**src/rtl/glitch_seq_pkg.sv**
```systemverilog
// Shared definitions for the glitch sequencer slice.
// Contents:
//   - opcode encodings of the 4-bit instruction opcode field
//   - FSM state encodings (also exported on the debug 'state' port)
//   - fixed field widths (opcode, loop counter, mismatch counter, bus index)
//   - saturating increment helper for the mismatch counter
package glitch_seq_pkg;

    localparam int OPC_W     = 4;
    localparam int LOOP_W    = 16;
    localparam int MCNT_W    = 16;
    localparam int BUS_IDX_W = 4;
    localparam int STATE_W   = 3;

    typedef enum logic [OPC_W-1:0] {
        OP_NOP     = 4'd0,
        OP_PARCEL  = 4'd1,
        OP_MATCH   = 4'd2,
        OP_DAC     = 4'd3,
        OP_DELAY   = 4'd4,
        OP_SETLOOP = 4'd5,
        OP_DJNZ    = 4'd6,
        OP_JUMP    = 4'd7,
        OP_TRIG    = 4'd8,
        OP_HALT    = 4'd9
    } opcode_e;

    typedef enum logic [STATE_W-1:0] {
        ST_IDLE       = 3'd0,
        ST_EXEC       = 3'd1,
        ST_MATCH_WAIT = 3'd2,
        ST_DELAY      = 3'd3,
        ST_HALTED     = 3'd4
    } state_e;

    // Mismatch counter sticks at all-ones instead of wrapping.
    function automatic logic [MCNT_W-1:0] sat_inc(input logic [MCNT_W-1:0] v);
        return (v == {MCNT_W{1'b1}}) ? v : v + MCNT_W'(1);
    endfunction

endpackage

```
**src/rtl/glitch_sequencer_if.sv**
```systemverilog
// Bundle of all non-clock/reset signals of the glitch sequencer.
// Modports:
//   master - environment side: drives start/abort, snooped bus words and ROM data,
//            observes program address, DAC, trigger and status outputs
//   slave  - sequencer side (the reverse directions)
// Signals:
//   start, abort        control pulses
//   bus_data/bus_valid  NUM_BUS packed snooped bus words and per-bus strobes
//   prog_addr/prog_data program ROM address and combinational read data
//   dac_out/dac_strobe  DAC code and its update pulse
//   trig_out            trigger pulse
//   busy/halted/error   status
//   mismatch_cnt        saturating count of failed matches
//   state               debug state encoding
interface glitch_sequencer_if
    import glitch_seq_pkg::*;
#(
    parameter int NUM_BUS = 2,
    parameter int BUS_W   = 9,
    parameter int DAC_W   = 8,
    parameter int ADDR_W  = 8,
    parameter int ARG_W   = 32
) ();

    logic                     start;
    logic                     abort;
    logic [NUM_BUS*BUS_W-1:0] bus_data;
    logic [NUM_BUS-1:0]       bus_valid;
    logic [ADDR_W-1:0]        prog_addr;
    logic [OPC_W+ARG_W-1:0]   prog_data;
    logic [DAC_W-1:0]         dac_out;
    logic                     dac_strobe;
    logic                     trig_out;
    logic                     busy;
    logic                     halted;
    logic                     error;
    logic [MCNT_W-1:0]        mismatch_cnt;
    logic [STATE_W-1:0]       state;

    modport master (
        output start, abort, bus_data, bus_valid, prog_data,
        input  prog_addr, dac_out, dac_strobe, trig_out, busy, halted, error,
               mismatch_cnt, state
    );

    modport slave (
        input  start, abort, bus_data, bus_valid, prog_data,
        output prog_addr, dac_out, dac_strobe, trig_out, busy, halted, error,
               mismatch_cnt, state
    );

endinterface

```
**src/rtl/seq_match_unit.sv**
```systemverilog
// Bus select and masked compare for the MATCH instruction.
// Ports:
//   bus_data_i  NUM_BUS packed bus words, bus i at [i*BUS_W +: BUS_W]
//   bus_valid_i per-bus word strobes
//   bus_sel_i   selected bus index
//   pattern_i   expected word
//   mask_i      1 = bit takes part in the compare
//   hit_o       selected bus strobed and masked word equals pattern
//   miss_o      selected bus strobed and masked word differs
//   bad_idx_o   bus_sel_i does not name an existing bus
module seq_match_unit
    import glitch_seq_pkg::*;
#(
    parameter int NUM_BUS = 2,
    parameter int BUS_W   = 9
) (
    input  logic [NUM_BUS*BUS_W-1:0] bus_data_i,
    input  logic [NUM_BUS-1:0]       bus_valid_i,
    input  logic [BUS_IDX_W-1:0]     bus_sel_i,
    input  logic [BUS_W-1:0]         pattern_i,
    input  logic [BUS_W-1:0]         mask_i,
    output logic                     hit_o,
    output logic                     miss_o,
    output logic                     bad_idx_o
);

    localparam logic [BUS_IDX_W:0] NUM_BUS_L = (BUS_IDX_W + 1)'(NUM_BUS);

    logic [BUS_W-1:0] word_sel;
    logic             valid_sel;
    logic             equal;

    always_comb begin
        word_sel  = '0;
        valid_sel = 1'b0;
        for (int i = 0; i < NUM_BUS; i++) begin
            if (bus_sel_i == BUS_IDX_W'(i)) begin
                word_sel  = bus_data_i[i*BUS_W +: BUS_W];
                valid_sel = bus_valid_i[i];
            end
        end
    end

    assign bad_idx_o = ({1'b0, bus_sel_i} >= NUM_BUS_L);
    assign equal     = (((word_sel ^ pattern_i) & mask_i) == '0);
    assign hit_o     = valid_sel &  equal & ~bad_idx_o;
    assign miss_o    = valid_sel & ~equal & ~bad_idx_o;

endmodule

```
**src/rtl/glitch_sequencer.sv**
```systemverilog
// Programmable glitch sequencer: fetches instructions from an external ROM,
// waits for masked matches on snooped buses, drives the core-voltage DAC,
// times delays, runs counted loops and emits trigger pulses.
// Ports:
//   clk     clock
//   reset   synchronous, active-high reset
//   bus_if  glitch_sequencer_if.slave (control, buses, ROM, DAC, trigger, status)
// ARG_W must be >= max(DELAY_W, 2*BUS_W+4, ADDR_W, 16, DAC_W).
module glitch_sequencer
    import glitch_seq_pkg::*;
#(
    parameter int NUM_BUS = 2,
    parameter int BUS_W   = 9,
    parameter int DAC_W   = 8,
    parameter int ADDR_W  = 8,
    parameter int DELAY_W = 32,
    parameter int ARG_W   = 32
) (
    input  logic               clk,
    input  logic               reset,
    glitch_sequencer_if.slave  bus_if
);

    localparam int MASK_LSB = BUS_W;
    localparam int BUS_LSB  = 2 * BUS_W;

    state_e               state_q;
    logic [ADDR_W-1:0]    pc_q;
    logic [ADDR_W-1:0]    parcel_q;
    logic [LOOP_W-1:0]    loop_q;
    logic [DELAY_W-1:0]   delay_q;
    logic [BUS_W-1:0]     pattern_q;
    logic [BUS_W-1:0]     mask_q;
    logic [BUS_IDX_W-1:0] bus_q;
    logic [DAC_W-1:0]     dac_q;
    logic                 dac_strobe_q;
    logic                 trig_q;
    logic                 error_q;
    logic [MCNT_W-1:0]    mism_q;

    logic [OPC_W-1:0]     opc;
    logic [ARG_W-1:0]     arg;
    logic [BUS_IDX_W-1:0] arg_bus;
    logic [BUS_IDX_W-1:0] bus_sel;
    logic [ADDR_W-1:0]    pc_inc_d;
    logic                 hit;
    logic                 miss;
    logic                 bad_idx;
    logic                 unused_arg;

    assign opc        = bus_if.prog_data[ARG_W+OPC_W-1:ARG_W];
    assign arg        = bus_if.prog_data[ARG_W-1:0];
    assign arg_bus    = arg[BUS_LSB +: BUS_IDX_W];
    assign pc_inc_d   = pc_q + ADDR_W'(1);
    assign unused_arg = ^arg;

    // The index is range-checked while MATCH is being decoded, and the
    // latched copy drives the compare while waiting.
    assign bus_sel = (state_q == ST_EXEC) ? arg_bus : bus_q;

    seq_match_unit #(
        .NUM_BUS (NUM_BUS),
        .BUS_W   (BUS_W)
    ) u_match (
        .bus_data_i  (bus_if.bus_data),
        .bus_valid_i (bus_if.bus_valid),
        .bus_sel_i   (bus_sel),
        .pattern_i   (pattern_q),
        .mask_i      (mask_q),
        .hit_o       (hit),
        .miss_o      (miss),
        .bad_idx_o   (bad_idx)
    );

    // Strobes default low each cycle so DAC/TRIG give single-cycle pulses and
    // abort forces them low. dac_out is never touched by start or abort.
    always_ff @(posedge clk) begin
        if (reset) begin
            state_q      <= ST_IDLE;
            pc_q         <= '0;
            parcel_q     <= '0;
            loop_q       <= '0;
            delay_q      <= '0;
            pattern_q    <= '0;
            mask_q       <= '0;
            bus_q        <= '0;
            dac_q        <= '0;
            dac_strobe_q <= 1'b0;
            trig_q       <= 1'b0;
            error_q      <= 1'b0;
            mism_q       <= '0;
        end else begin
            dac_strobe_q <= 1'b0;
            trig_q       <= 1'b0;
            if (bus_if.abort) begin
                state_q <= ST_IDLE;
            end else begin
                case (state_q)
                    ST_IDLE, ST_HALTED: begin
                        if (bus_if.start) begin
                            pc_q     <= '0;
                            parcel_q <= '0;
                            mism_q   <= '0;
                            error_q  <= 1'b0;
                            state_q  <= ST_EXEC;
                        end
                    end
                    ST_EXEC: begin
                        case (opc)
                            OP_NOP: pc_q <= pc_inc_d;
                            OP_PARCEL: begin
                                parcel_q <= pc_q;
                                pc_q     <= pc_inc_d;
                            end
                            OP_MATCH: begin
                                if (bad_idx) begin
                                    error_q <= 1'b1;
                                    state_q <= ST_HALTED;
                                end else begin
                                    pattern_q <= arg[BUS_W-1:0];
                                    mask_q    <= arg[MASK_LSB +: BUS_W];
                                    bus_q     <= arg_bus;
                                    state_q   <= ST_MATCH_WAIT;
                                end
                            end
                            OP_DAC: begin
                                dac_q        <= arg[DAC_W-1:0];
                                dac_strobe_q <= 1'b1;
                                pc_q         <= pc_inc_d;
                            end
                            OP_DELAY: begin
                                if (arg[DELAY_W-1:0] == '0) begin
                                    pc_q <= pc_inc_d;
                                end else begin
                                    delay_q <= arg[DELAY_W-1:0];
                                    state_q <= ST_DELAY;
                                end
                            end
                            OP_SETLOOP: begin
                                loop_q <= arg[LOOP_W-1:0];
                                pc_q   <= pc_inc_d;
                            end
                            OP_DJNZ: begin
                                if (loop_q != '0) begin
                                    loop_q <= loop_q - LOOP_W'(1);
                                    pc_q   <= arg[ADDR_W-1:0];
                                end else begin
                                    pc_q <= pc_inc_d;
                                end
                            end
                            OP_JUMP: pc_q <= arg[ADDR_W-1:0];
                            OP_TRIG: begin
                                trig_q <= 1'b1;
                                pc_q   <= pc_inc_d;
                            end
                            OP_HALT: state_q <= ST_HALTED;
                            default: begin
                                error_q <= 1'b1;
                                state_q <= ST_HALTED;
                            end
                        endcase
                    end
                    ST_MATCH_WAIT: begin
                        if (hit) begin
                            pc_q    <= pc_inc_d;
                            state_q <= ST_EXEC;
                        end else if (miss) begin
                            pc_q    <= parcel_q;
                            mism_q  <= sat_inc(mism_q);
                            state_q <= ST_EXEC;
                        end
                    end
                    ST_DELAY: begin
                        // Counter loaded with n; leaving on 1 gives exactly n cycles here.
                        if (delay_q == DELAY_W'(1)) begin
                            pc_q    <= pc_inc_d;
                            state_q <= ST_EXEC;
                        end else begin
                            delay_q <= delay_q - DELAY_W'(1);
                        end
                    end
                    default: state_q <= ST_IDLE;
                endcase
            end
        end
    end

    assign bus_if.prog_addr    = pc_q;
    assign bus_if.dac_out      = dac_q;
    assign bus_if.dac_strobe   = dac_strobe_q;
    assign bus_if.trig_out     = trig_q;
    assign bus_if.busy         = (state_q != ST_IDLE) && (state_q != ST_HALTED);
    assign bus_if.halted       = (state_q == ST_HALTED);
    assign bus_if.error        = error_q;
    assign bus_if.mismatch_cnt = mism_q;
    assign bus_if.state        = state_q;

endmodule
```
**src/flat_wrapper.sv**
```systemverilog
// flat-port wrapper written by rule: the top's interface ports become plain ports
module glitch_sequencer_flat import glitch_seq_pkg::*;
#(
    parameter int NUM_BUS = 2,
    parameter int BUS_W   = 9,
    parameter int DAC_W   = 8,
    parameter int ADDR_W  = 8,
    parameter int DELAY_W = 32,
    parameter int ARG_W   = 32
)
  (clk, reset, bus_if_start, bus_if_abort, bus_if_bus_data, bus_if_bus_valid, bus_if_prog_data, bus_if_prog_addr, bus_if_dac_out, bus_if_dac_strobe, bus_if_trig_out, bus_if_busy, bus_if_halted, bus_if_error, bus_if_mismatch_cnt, bus_if_state);
  glitch_sequencer_if #(.NUM_BUS(NUM_BUS), .BUS_W(BUS_W), .DAC_W(DAC_W), .ADDR_W(ADDR_W), .ARG_W(ARG_W)) bus_if_i ();
  input  logic clk;
  input  logic reset;
  input wire logic [$bits(bus_if_i.start)-1:0] bus_if_start;
  input wire logic [$bits(bus_if_i.abort)-1:0] bus_if_abort;
  input wire logic [$bits(bus_if_i.bus_data)-1:0] bus_if_bus_data;
  input wire logic [$bits(bus_if_i.bus_valid)-1:0] bus_if_bus_valid;
  input wire logic [$bits(bus_if_i.prog_data)-1:0] bus_if_prog_data;
  output wire logic [$bits(bus_if_i.prog_addr)-1:0] bus_if_prog_addr;
  output wire logic [$bits(bus_if_i.dac_out)-1:0] bus_if_dac_out;
  output wire logic [$bits(bus_if_i.dac_strobe)-1:0] bus_if_dac_strobe;
  output wire logic [$bits(bus_if_i.trig_out)-1:0] bus_if_trig_out;
  output wire logic [$bits(bus_if_i.busy)-1:0] bus_if_busy;
  output wire logic [$bits(bus_if_i.halted)-1:0] bus_if_halted;
  output wire logic [$bits(bus_if_i.error)-1:0] bus_if_error;
  output wire logic [$bits(bus_if_i.mismatch_cnt)-1:0] bus_if_mismatch_cnt;
  output wire logic [$bits(bus_if_i.state)-1:0] bus_if_state;
  assign bus_if_i.start = bus_if_start;
  assign bus_if_i.abort = bus_if_abort;
  assign bus_if_i.bus_data = bus_if_bus_data;
  assign bus_if_i.bus_valid = bus_if_bus_valid;
  assign bus_if_i.prog_data = bus_if_prog_data;
  assign bus_if_prog_addr = bus_if_i.prog_addr;
  assign bus_if_dac_out = bus_if_i.dac_out;
  assign bus_if_dac_strobe = bus_if_i.dac_strobe;
  assign bus_if_trig_out = bus_if_i.trig_out;
  assign bus_if_busy = bus_if_i.busy;
  assign bus_if_halted = bus_if_i.halted;
  assign bus_if_error = bus_if_i.error;
  assign bus_if_mismatch_cnt = bus_if_i.mismatch_cnt;
  assign bus_if_state = bus_if_i.state;
  glitch_sequencer #(.NUM_BUS(NUM_BUS), .BUS_W(BUS_W), .DAC_W(DAC_W), .ADDR_W(ADDR_W), .DELAY_W(DELAY_W), .ARG_W(ARG_W)) u_core (.clk(clk), .reset(reset), .bus_if(bus_if_i));
endmodule
```
**config.mk**
```make
export PLATFORM = sky130hd
export DESIGN_NAME = glitch_sequencer_flat
export DESIGN_NICKNAME = d
export VERILOG_FILES = /design/src/rtl/glitch_seq_pkg.sv /design/src/rtl/glitch_sequencer_if.sv /design/src/rtl/seq_match_unit.sv /design/src/rtl/glitch_sequencer.sv /design/src/flat_wrapper.sv
export SDC_FILE = /design/constraint.sdc
export NUM_CORES = 1
export LEC_CHECK = 0
export ABC_AREA = 1
export CAP_MARGIN = 20
export CORE_ASPECT_RATIO = 1.75
export CORE_MARGIN = 1
export CORE_UTILIZATION = 35
export DETAILED_ROUTE_END_ITERATION = 8
export GPL_TIMING_DRIVEN = 0
export PLACE_DENSITY_LB_ADDON = 0.15
export SLEW_MARGIN = 25
export SYNTH_ARGS = -nofsm -noshare
export SYNTH_HDL_FRONTEND = slang
export SYNTH_SLANG_ARGS = --single-unit
```
**constraint.sdc**
```tcl
create_clock -name clk -period 3.1 [get_ports clk]
set_input_delay 0.465 -clock clk [delete_from_list [all_inputs] [get_ports clk]]
set_output_delay 0.465 -clock clk [all_outputs]
set_load 0.02 [all_outputs]
```
[Word level (Yosys, flattened, before mapping)]
Cells that the tools add are included.
Storage, ports and cells
  memory bits (read-only): 0
  memories kept: 0
  memory bits (writable): 0
  latch bits: 0
  bits in registers: 116
Operators by class
  add/subtract/negate cells: 4
  divide/modulo/power cells: 0
  $mul: 0
  magnitude comparators: 1
  equality and inequality tests: 34
  bitwise logic cells: 10
  mux-type cells: 40
  reduce and logical (&&, ||, !) cells: 28
  shifts and indexed selects: 0
Operators with widths (number)
  32-bit 2-to-1 mux: 3
  16-bit 2-to-1 mux: 5
  16-bit one-hot mux with 2 select lines: 2
  32-bit one-hot mux with 2 select lines: 1
  8-bit one-hot mux with 4 select lines: 2
  8-bit 2-to-1 mux: 7
  32-bit by 1-bit == test with 1-bit output, second input constant: 1
  32-bit logical NOT: 1
  32-bit by 1-bit subtractor with 32-bit output, second input constant: 1
  3-bit 2-to-1 mux: 6
  9-bit 2-to-1 mux: 2
  2-bit inequality test, second input constant: 9
  16-bit by 1-bit adder with 16-bit output, second input constant: 1
  16-bit == test, second input constant: 1
  4-bit by 3-bit == test with 1-bit output, second input constant: 4
  8-bit one-hot mux with 2 select lines: 1
  16-bit nonzero test: 1
  16-bit by 1-bit subtractor with 16-bit output, second input constant: 1
  5-bit AND reduction: 3
  3-bit inequality test, second input constant: 4
  3-bit one-hot mux with 4 select lines: 1
  4-bit AND reduction: 3
  9-bit bitwise AND: 1
  9-bit logical NOT: 1
  32 further kinds: 55

[Depth between registers and ports, before layout]
Gate-level depths: netlist (run 1).
  depth after elaboration: 14
  depth in mapped cells: 19
  gate-level depth less buffers: 18

[Modules after synthesis]
Synthesis (run 1) repeated with hierarchy kept, for this count alone.
Second synthesis, totals
  cell total of the unflattened synthesis: 1247
  area, all modules: 7541.0 µm²
By module, submodules not included
  glitch_sequencer: times used 1, cells an instance 1163, area an instance 7115.6 µm²
  seq_match_unit: times used 1, cells an instance 84, area an instance 425.4 µm²

[Worst setup path before layout (run 1)]
No wires, ideal clock.
  path kind: flip-flop to flip-flop
  start point: register u_core.state_q[0], in the netlist u_core.bus_if.state[0]
  end point: register u_core.mism_q[6], in the netlist u_core.bus_if.mismatch_cnt[6]
  cell stages (with the launch flop): 18
  period minus slack after synthesis: 2.286 ns
  data arrival time: 2.171 ns
  setup time: 0.116 ns
  slack: 0.814 ns
  required time: 2.984 ns
  path through: dfxtp_1 > nand2_2 > nor2_2 > nand2_1 > nand2_2 > buf_4 > nand3_1 > nand2_1 > nand2_1 > nand3_1 > nand2_1 > nor2_2 > nand2_1 > o21ai_4 > nand2_2 > buf_2 > a21oi_1 > nor2_1
Between the ends
  longest elaborated chain between the ends: 13
  elaborated cells on any way between the ends: 29
  classes of those cells: 1 x order compare; 8 x eq/ne; 6 x mux; 8 x bitwise; 6 x reduce/logical
Ends and longest elaborated chain
  start, declared: RTL line glitch_sequencer.sv:27  | state_e state_q;
  start signal, assigned: RTL line glitch_sequencer.sv:79  | state_q <= ST_IDLE;
  start signal, assigned: RTL line glitch_sequencer.sv:96  | state_q <= ST_IDLE;
  start signal, assigned: RTL line glitch_sequencer.sv:105  | state_q <= ST_EXEC;
  3-bit by 1-bit == test with 1-bit output: RTL line glitch_sequencer.sv:59  | assign bus_sel = (state_q == ST_EXEC) ? arg_bus : bus_q;
  4-bit 2-to-1 mux: RTL line glitch_sequencer.sv:59
  4-bit logical NOT: RTL line seq_match_unit.sv:37  | if (bus_sel_i == BUS_IDX_W'(i)) begin
  9-bit 2-to-1 mux (2 in a row): RTL line seq_match_unit.sv:37
  9-bit bitwise XOR: RTL line seq_match_unit.sv:45  | assign equal = (((word_sel ^ pattern_i) & mask_i) == '0);
  9-bit bitwise AND: RTL line seq_match_unit.sv:45
  9-bit logical NOT: RTL line seq_match_unit.sv:45
  1-bit NOT: RTL line seq_match_unit.sv:47  | assign miss_o = valid_sel & ~equal & ~bad_idx_o;
  1-bit bitwise AND (2 in a row): RTL line seq_match_unit.sv:47
  2-bit by 1-bit inequality test with 1-bit output (no line)
  6-bit AND reduction (no line)
  end signal, assigned: RTL line glitch_sequencer.sv:169  | mism_q <= sat_inc(mism_q);
  end, declared: RTL line glitch_sequencer.sv:39  | logic [MCNT_W-1:0] mism_q;
Parallel ways exist; a longest one is shown, timed or not.
A chain may end at the register's enable or synchronous reset.

[Worst setup path in the final report (run 1)]
  start point: input port bus_if_prog_data[6]
  end point: register u_core.delay_q[6]
Between the ends
  longest elaborated chain between the ends: 3
  elaborated cells on any way between the ends: 6
  classes of those cells: 1 x eq/ne; 3 x mux; 2 x reduce/logical
Ends and longest elaborated chain
  start, declared: RTL line flat_wrapper.sv:19  | input wire logic [$bits(bus_if_i.prog_data)-1:0] bus_if_prog_data;
  32-bit logical NOT or 32-bit 2-to-1 mux (tied branches): RTL line glitch_sequencer.sv:132  | if (arg[DELAY_W-1:0] == '0) begin
  2-bit inequality test (no line) or 32-bit 2-to-1 mux (tied branches)
  5-bit AND reduction (no line) or 32-bit one-hot mux with 2 select lines (tied branches)
  end signal, assigned: RTL line glitch_sequencer.sv:135  | delay_q <= arg[DELAY_W-1:0];
  end signal, assigned: RTL line glitch_sequencer.sv:179  | delay_q <= delay_q - DELAY_W'(1);
  end, declared: RTL line glitch_sequencer.sv:31  | logic [DELAY_W-1:0] delay_q;
Parallel ways exist; a longest one is shown, timed or not. The select of a mux whose other input is x is not followed.

==> metrics.txt, run 1 <==
most frequent cells in the layout=nand2_1 (191), nor2_1 (136), dfxtp_1 (116); Die H=186.7 µm; crit path max fanout=10; Setup-failing EPs final=0; final period utilization=93.50%; Resized cells post-CTS=2; CP endpoint kind=flip-flop; Crit-path slowest cell=clkdlybuf4s50_1; #FFs+latches synth=116; Final Non-Filler Cells=1429; max-cap violation count=0; Post-CTS Setup Bufs=0; root buffer cell=clkbuf_16; RR Startpoint=u_core.bus_if.state[1]$_SDFFE_PP0P_; Worst Tran Pin Value=773.6 ps; total core area=19110 µm²; initial antenna violation count=0; Slew HR=48.03%; Setup crit start kind=input pin; post-synthesis sequential area ratio=34.04%; grt ovf=0; vias in the first global route=7384; design area=8731 µm²; share of the synthesized area in the top cell type=34.04%; worst slack at placement=-750.8 ps; Lkg Pwr=3.532 nW; Yosys top cell by area=dfxtp_1; RSZ-0062 raised after global routing=false; clk slew on worst S/H paths=60 ps; syn_nets=1123; CTS tree=built; fraction of layout cells with a size suffix above 1=4.798%; synthesized instance count=1058; CTS buffer count=17; number of nets in the layout=1240; most common cell after layout, fill and taps aside=nand2_1; # clock sinks=116; final hold vios=0; global-route wire length before repair=39230 µm; H-tree depth=4; upper clock frequency limit=345.0 MHz; CP cell instances=clkdlybuf4s50_1 -> nor4_1 -> nand4_1 -> nor3_2 -> a211oi_1 -> nand2_1 -> clkbuf_1 -> o21ai_0 -> a21oi_1; die extent in x=107.5 µm; setup ws final=201.4 ps; Clock Tree Buf Depth=2; Syn Area/Cell=6.448 µm²; via count=7599; hold_buf cts=0; critical setup path kind=in -> reg; WHS=455.2 ps; via/cell ratio=5.318; skew final=15.30 ps; gpl congestion=0.9301; DP Wirelength=19400 µm; WL per Instance=17.69 µm; die footprint=20070 µm²; Syn Std Cell Area=6822 µm²; Arr. time, crit path=3250 ps; minimum clock period=2899 ps; Pins Over Slew Limit=0; Netlist cell types=42; Antenna Violating Nets Remaining=0; Inst Count DP=1397; status=finished clean; hold crit path type=reg -> reg; DRT Pass-1 Iters=7; Worst Hold Launch=u_core.bus_q[1]$_SDFFE_PP0P_; DRC viols=0; initial core utilization=35.69%; Layout Area Growth over Synthesis=27.99%; Ys Warns=0; CP required=3450 ps; IO Count=100; Area contributors post-synth=dfxtp_1 (34%), nand2_1 (11%), a21oi_1 (7.9%), o21ai_0 (7.6%), nor2_1 (7.5%); number of I/O port buffers=98; # rows=67; pwr dens=485.2 nW/µm²; gr usage total=25.71%; Worst VDD drop=0.0003459 V; Largest stage delay, worst path=660 ps; wirelength, routed=25280 µm; Placed Area=8104 µm²; initial drt markers=428; crit path launch=bus_if_prog_data[6]; Antenna Cells=0; clk_lat worst skew=420 ps; Tot Pwr=4.236 mW; largest net degree at the start of global routing=17
## metal layers
metal | GRT usage (%) | vias to the layer above | share of wire (%)
met4 | 15.12 | 0 | 5.4
li1 | - | 3798 | -
met2 | 45.96 | 214 | 52
met5 | 0 | - | 0
met3 | 4.366 | 71 | 4.2
met1 | 27.69 | 3516 | 38
## sequential cells by signal, indices dropped and copies added (netlist names)
| name | count |
|---|---|
| u_core.bus_if.dac_out | 8 |
| u_core.bus_if.dac_strobe | 1 |
| u_core.bus_if.error | 1 |
| u_core.bus_if.mismatch_cnt | 16 |
| u_core.bus_if.prog_addr | 8 |
| u_core.bus_if.state | 3 |
| u_core.bus_if.trig_out | 1 |
| u_core.bus_q | 4 |
| u_core.delay_q | 32 |
| u_core.loop_q | 16 |
| u_core.mask_q | 9 |
| u_core.parcel_q | 8 |
| u_core.pattern_q | 9 |
## cell usage after synthesis (all sizes together)
library cell	instances
a211oi	14
a21o	1
a21oi	109
a221oi	1
a31oi	14
a32oi	1
and2	1
and3	1
and3b	1
buf	6
clkbuf	37
clkinv	2
dfxtp	116
ha	5
inv	99
nand2	197
nand3	102
nand3b	9
nand4	13
nor2	139
nor3	26
nor4	9
o211a	1
o211ai	6
o21a	1
o21ai	105
o221ai	1
o22ai	1
o31ai	1
or2	2
xnor2	10
xor2	27
## worst max-delay path, delay by kind of cell
kind | cells | cell delay [ps]
and+or+nand+nor | 4 | 1160
buffers and inverters | 2 | 1130
AOI/OAI and AO/OA | 3 | 480
## stage by stage
stage / TNS, ps / utilization [%]
3_5_place_dp: -27160 / 42.40
5_1_grt: 0 / 45.68
4_1_cts: 0 / 45.55
6_report: 0 / 45.68
3_3_place_gp: -26460 / 42.40
2_1_floorplan: 0 / -
## cells by family after synthesis
group                    share of synthesized area [%]
AND/OR/NAND/NOR                                  31.71
buffers and inverters                            8.217
AO/OA/AOI/OAI                                    20.36
flip-flops                                       34.04
adder cells (fa/ha/maj)                         0.9171
XOR/XNOR                                         4.751
## path summary, 6_finish.rpt
path,endpoint,slack (ps),depth (start not counted)
worst max-delay path,u_core.delay_q[6]$_SDFFE_PP0P_,200,9
worst max register to register,u_core.bus_if.mismatch_cnt[6]$_SDFFE_PP0P_,320,17
worst min register to register,u_core.bus_q[1]$_SDFFE_PP0P_,460,2
worst min-delay path,u_core.bus_q[1]$_SDFFE_PP0P_,460,2
## final cells by class
cell class,instances,area [µm²]
plain buffers,43,183.9
clock buffers,18,439.2
clock inverters,14,151.4
fillers,2046,10380
inverters,101,382.9
multi-input cells,798,3964
flip-flops and latches,116,2322
well taps,241,301.5
repair buffers,98,985.9
## where the power goes
group | switching [mW] | internal (mW)
logic | 0.418 | 0.253
clock network | 0.806 | 1.21
registers | 0.0279 | 1.52
total | 1.25 | 2.98
Note: power is estimated with default switching activity, not from simulation.
==> inputs of run 2 (changes only) <==
- CTS_CLUSTER_SIZE: not set -> 28
==> results of run 2 <==
Final layout, timing and power as in run 1 (identical DEF).
==> inputs of run 3 (changes only) <==
- SKIP_CTS_REPAIR_TIMING: not set -> 1
==> run 3 against run 2 <==
Against the previous run:
- maximum frequency down 1.6%
- wire length barely moved
- critical path depth grew 1
- worst setup slack worse by 48 ps
- clock power is essentially flat
- hold slack worse by 1.7 ps
- first-iteration DRC count shrank 2.1%
- final cell count increased by 0.14%
- total power is essentially flat
- clock skew increased by 1.0 ps
- register-to-register slack about the same
- core utilization rose by 0.066 points
- largest power group unchanged
==> metrics.txt, run 3 (synthesized netlist as in run 1, its figures left out) <==
CTS buffer count=17 (unchanged); Final Non-Filler Cells=1431 (was 1429); gr usage total=25.70% (was 25.71%); CP endpoint kind=flip-flop (unchanged); via/cell ratio=5.336 (was 5.318); clk_lat worst skew=420 ps (about the same); H-tree depth=4 (unchanged); DRT Pass-1 Iters=5 (was 7); Reg power frac=36.6% (about the same); critical setup path kind=in -> reg (unchanged); met3 wire length=1182 µm (was 1071 µm); gpl congestion=0.9301 (unchanged); M1 WL=9546 µm (was 9698 µm); worst slack at placement=-750.8 ps (unchanged); via count=7636 (was 7599); top sig layer=met4 (unchanged); root buffer cell=clkbuf_16 (unchanged); WHS Endpoint=u_core.bus_q[1]$_SDFFE_PP0P_ (unchanged); total core area=19110 µm² (unchanged); CP cell instances=clkdlybuf4s50_1 -> nor4_1 -> nand4_1 -> nor3_2 -> a211oi_1 -> nand2_1 -> clkbuf_1 -> a21oi_1 -> o21ai_0 -> a21oi_1 (was clkdlybuf4s50_1 -> nor4_1 -> nand4_1 -> nor3_2 -> a211oi_1 -> nand2_1 -> clkbuf_1 -> o21ai_0 -> a21oi_1); Clock Tree Buf Depth=2 (unchanged); Lkg Pwr=3.542 nW (was 3.532 nW); Top reg by flops=u_core.delay_q (unchanged); Worst VDD drop=0.0003444 V (was 0.0003459 V); vias in the first global route=7382 (was 7384); max-cap violation count=0 (unchanged); skew final=16.29 ps (was 15.30 ps); number of I/O port buffers=98 (unchanged); die extent in x=107.5 µm (unchanged); crit path max fanout=10 (unchanged); clock share of power=47.6% (about the same); Worst Tran Pin Value=787.2 ps (was 773.6 ps); Setup-failing EPs final=0 (unchanged); worst hold path stage count=2 (unchanged); initial drt markers=419 (was 428); global-route wire length before repair=39180 µm (was 39230 µm); Antenna Violating Nets Remaining=0 (unchanged); Worst Hold Launch=u_core.bus_q[1]$_SDFFE_PP0P_ (unchanged); worst reg2reg endpoint=u_core.bus_if.prog_addr[0]$_SDFFE_PP0P_ (was u_core.bus_if.mismatch_cnt[6]$_SDFFE_PP0P_); final hold vios=0 (unchanged); initial core utilization=35.69% (unchanged); logic gate share of total power=15.9% (was 15.8%); status=finished clean (unchanged); most frequent CP cell=a21oi_1; DRC viols=0 (unchanged); final period utilization=95.05% (was 93.50%); die footprint=20070 µm² (unchanged); RSZ-0062 raised after global routing=false (unchanged); most frequent cells in the layout=nand2_1 (192), nor2_1 (136), dfxtp_1 (116) (was nand2_1 (191), nor2_1 (136), dfxtp_1 (116)); Slew HR=47.12% (was 48.03%); number of nets in the layout=1242 (was 1240); Register-to-Register Path Depth=14 (was 17); CP required=3380 ps (was 3450 ps); WL per Instance=17.67 µm (was 17.69 µm); reg2reg setup slack=330 ps (was 320 ps); Die H=186.7 µm (unchanged); Inst Count DP=1397 (unchanged); max reg flops=32 (unchanged); Antenna Cells=0 (unchanged); hold crit path type=reg -> reg (unchanged); grt ovf=0 (unchanged); Layout Area Growth over Synthesis=28.17% (was 27.99%); clk slew on worst S/H paths=70 ps (was 60 ps); most common cell after layout, fill and taps aside=nand2_1 (unchanged); setup ws final=153.5 ps (was 201.4 ps); DP Wirelength=19400 µm (unchanged); Largest stage delay, worst path=660 ps (about the same); Pins Over Slew Limit=0 (unchanged); P_int=2.984 mW (about the same); CTS tree=built (unchanged); minimum clock period=2947 ps (was 2899 ps); Setup crit start kind=input pin (unchanged); largest net degree at the start of global routing=17 (unchanged); # rows=67 (unchanged); Crit-path slowest cell=clkdlybuf4s50_1 (unchanged); routed wl met2=13100 µm (was 13150 µm); pwr dens=484.4 nW/µm² (was 485.2 nW/µm²); wirelength, routed=25290 µm (was 25280 µm); upper clock frequency limit=339.4 MHz (was 345.0 MHz); Sw Ratio=29.54% (was 29.55%); # clock sinks=116 (unchanged); initial antenna violation count=0 (unchanged); IO Count=100 (unchanged); Psw=1.251 mW (was 1.252 mW); RR Startpoint=u_core.bus_if.state[2]$_SDFFE_PP0P_ (was u_core.bus_if.state[1]$_SDFFE_PP0P_); fraction of layout cells with a size suffix above 1=4.874% (was 4.798%); Arr. time, crit path=3230 ps (was 3250 ps)
run 3: critical path, delay by kind of cell:
family / cells / cell delay [ps]
simple gates: 4 / 1190
compound gates: 4 / 440
buf+inv: 2 / 1120
run 3: layout make-up:
cell class / count / area (µm²)
Tap cell: 241 / 301.5
Clock buffer: 18 / 439.2
Buffer: 43 / 183.9
Sequential cell: 116 / 2322
Inverter: 101 / 382.9
Timing Repair Buffer: 100 / 1001
Clock inverter: 14 / 151.4
Fill cell: 2045 / 10370
Multi-Input combinational cell: 798 / 3961
run 3: metrics by stage:
stage                     setup TNS, ps  total power [mW]  util [%]  hold slack, ps  cell area, µm²
after floorplan                       0             1.984         -           435.9            6822
after global placement           -26460             2.240     42.40           444.0            8104
after detailed placement         -27160             2.241     42.40           446.7            8104
after CTS                         -8191             4.242     45.49           456.2            8695
after global routing                  0             4.389     45.75           480.4            8743
final                                 0             4.235     45.75           453.5            8743
run 3: how the worst max path moves through the flow:
stage | from | endpoint | slack (ps) | cells past startpoint
after floorplan | u_core.bus_if.state[0]$_SDFFE_PP0P_ | u_core.bus_if.mismatch_cnt[6]$_SDFFE_PP0P_ | 810 | 17
after global placement | bus_if_prog_data[3] | u_core.delay_q[19]$_SDFFE_PP0P_ | -740 | 10
after detailed placement | bus_if_prog_data[3] | u_core.delay_q[2]$_SDFFE_PP0P_ | -750 | 10
after CTS | bus_if_prog_data[3] | u_core.delay_q[8]$_SDFFE_PP0P_ | -330 | 10
after global routing | bus_if_prog_data[6] | u_core.delay_q[6]$_SDFFE_PP0P_ | 20 | 9
final | bus_if_prog_data[6] | u_core.delay_q[17]$_SDFFE_PP0P_ | 150 | 10
run 3: power groups by stage:
stage | combinational, mW | clock (mW) | sequential, mW
after CTS | 0.665 | 2.03 | 1.55
after global placement | 0.660 | 0 | 1.58
final | 0.672 | 2.02 | 1.55
after detailed placement | 0.661 | 0 | 1.58
after floorplan | 0.405 | 0 | 1.58
after global routing | 0.739 | 2.10 | 1.55
run 3: metal layers:
metal / up-vias / track usage (%)
met2: 255 / 45.86
met5: - / 0
met3: 73 / 4.191
li1: 3802 / -
met4: 0 / 15.38
met1: 3506 / 27.76
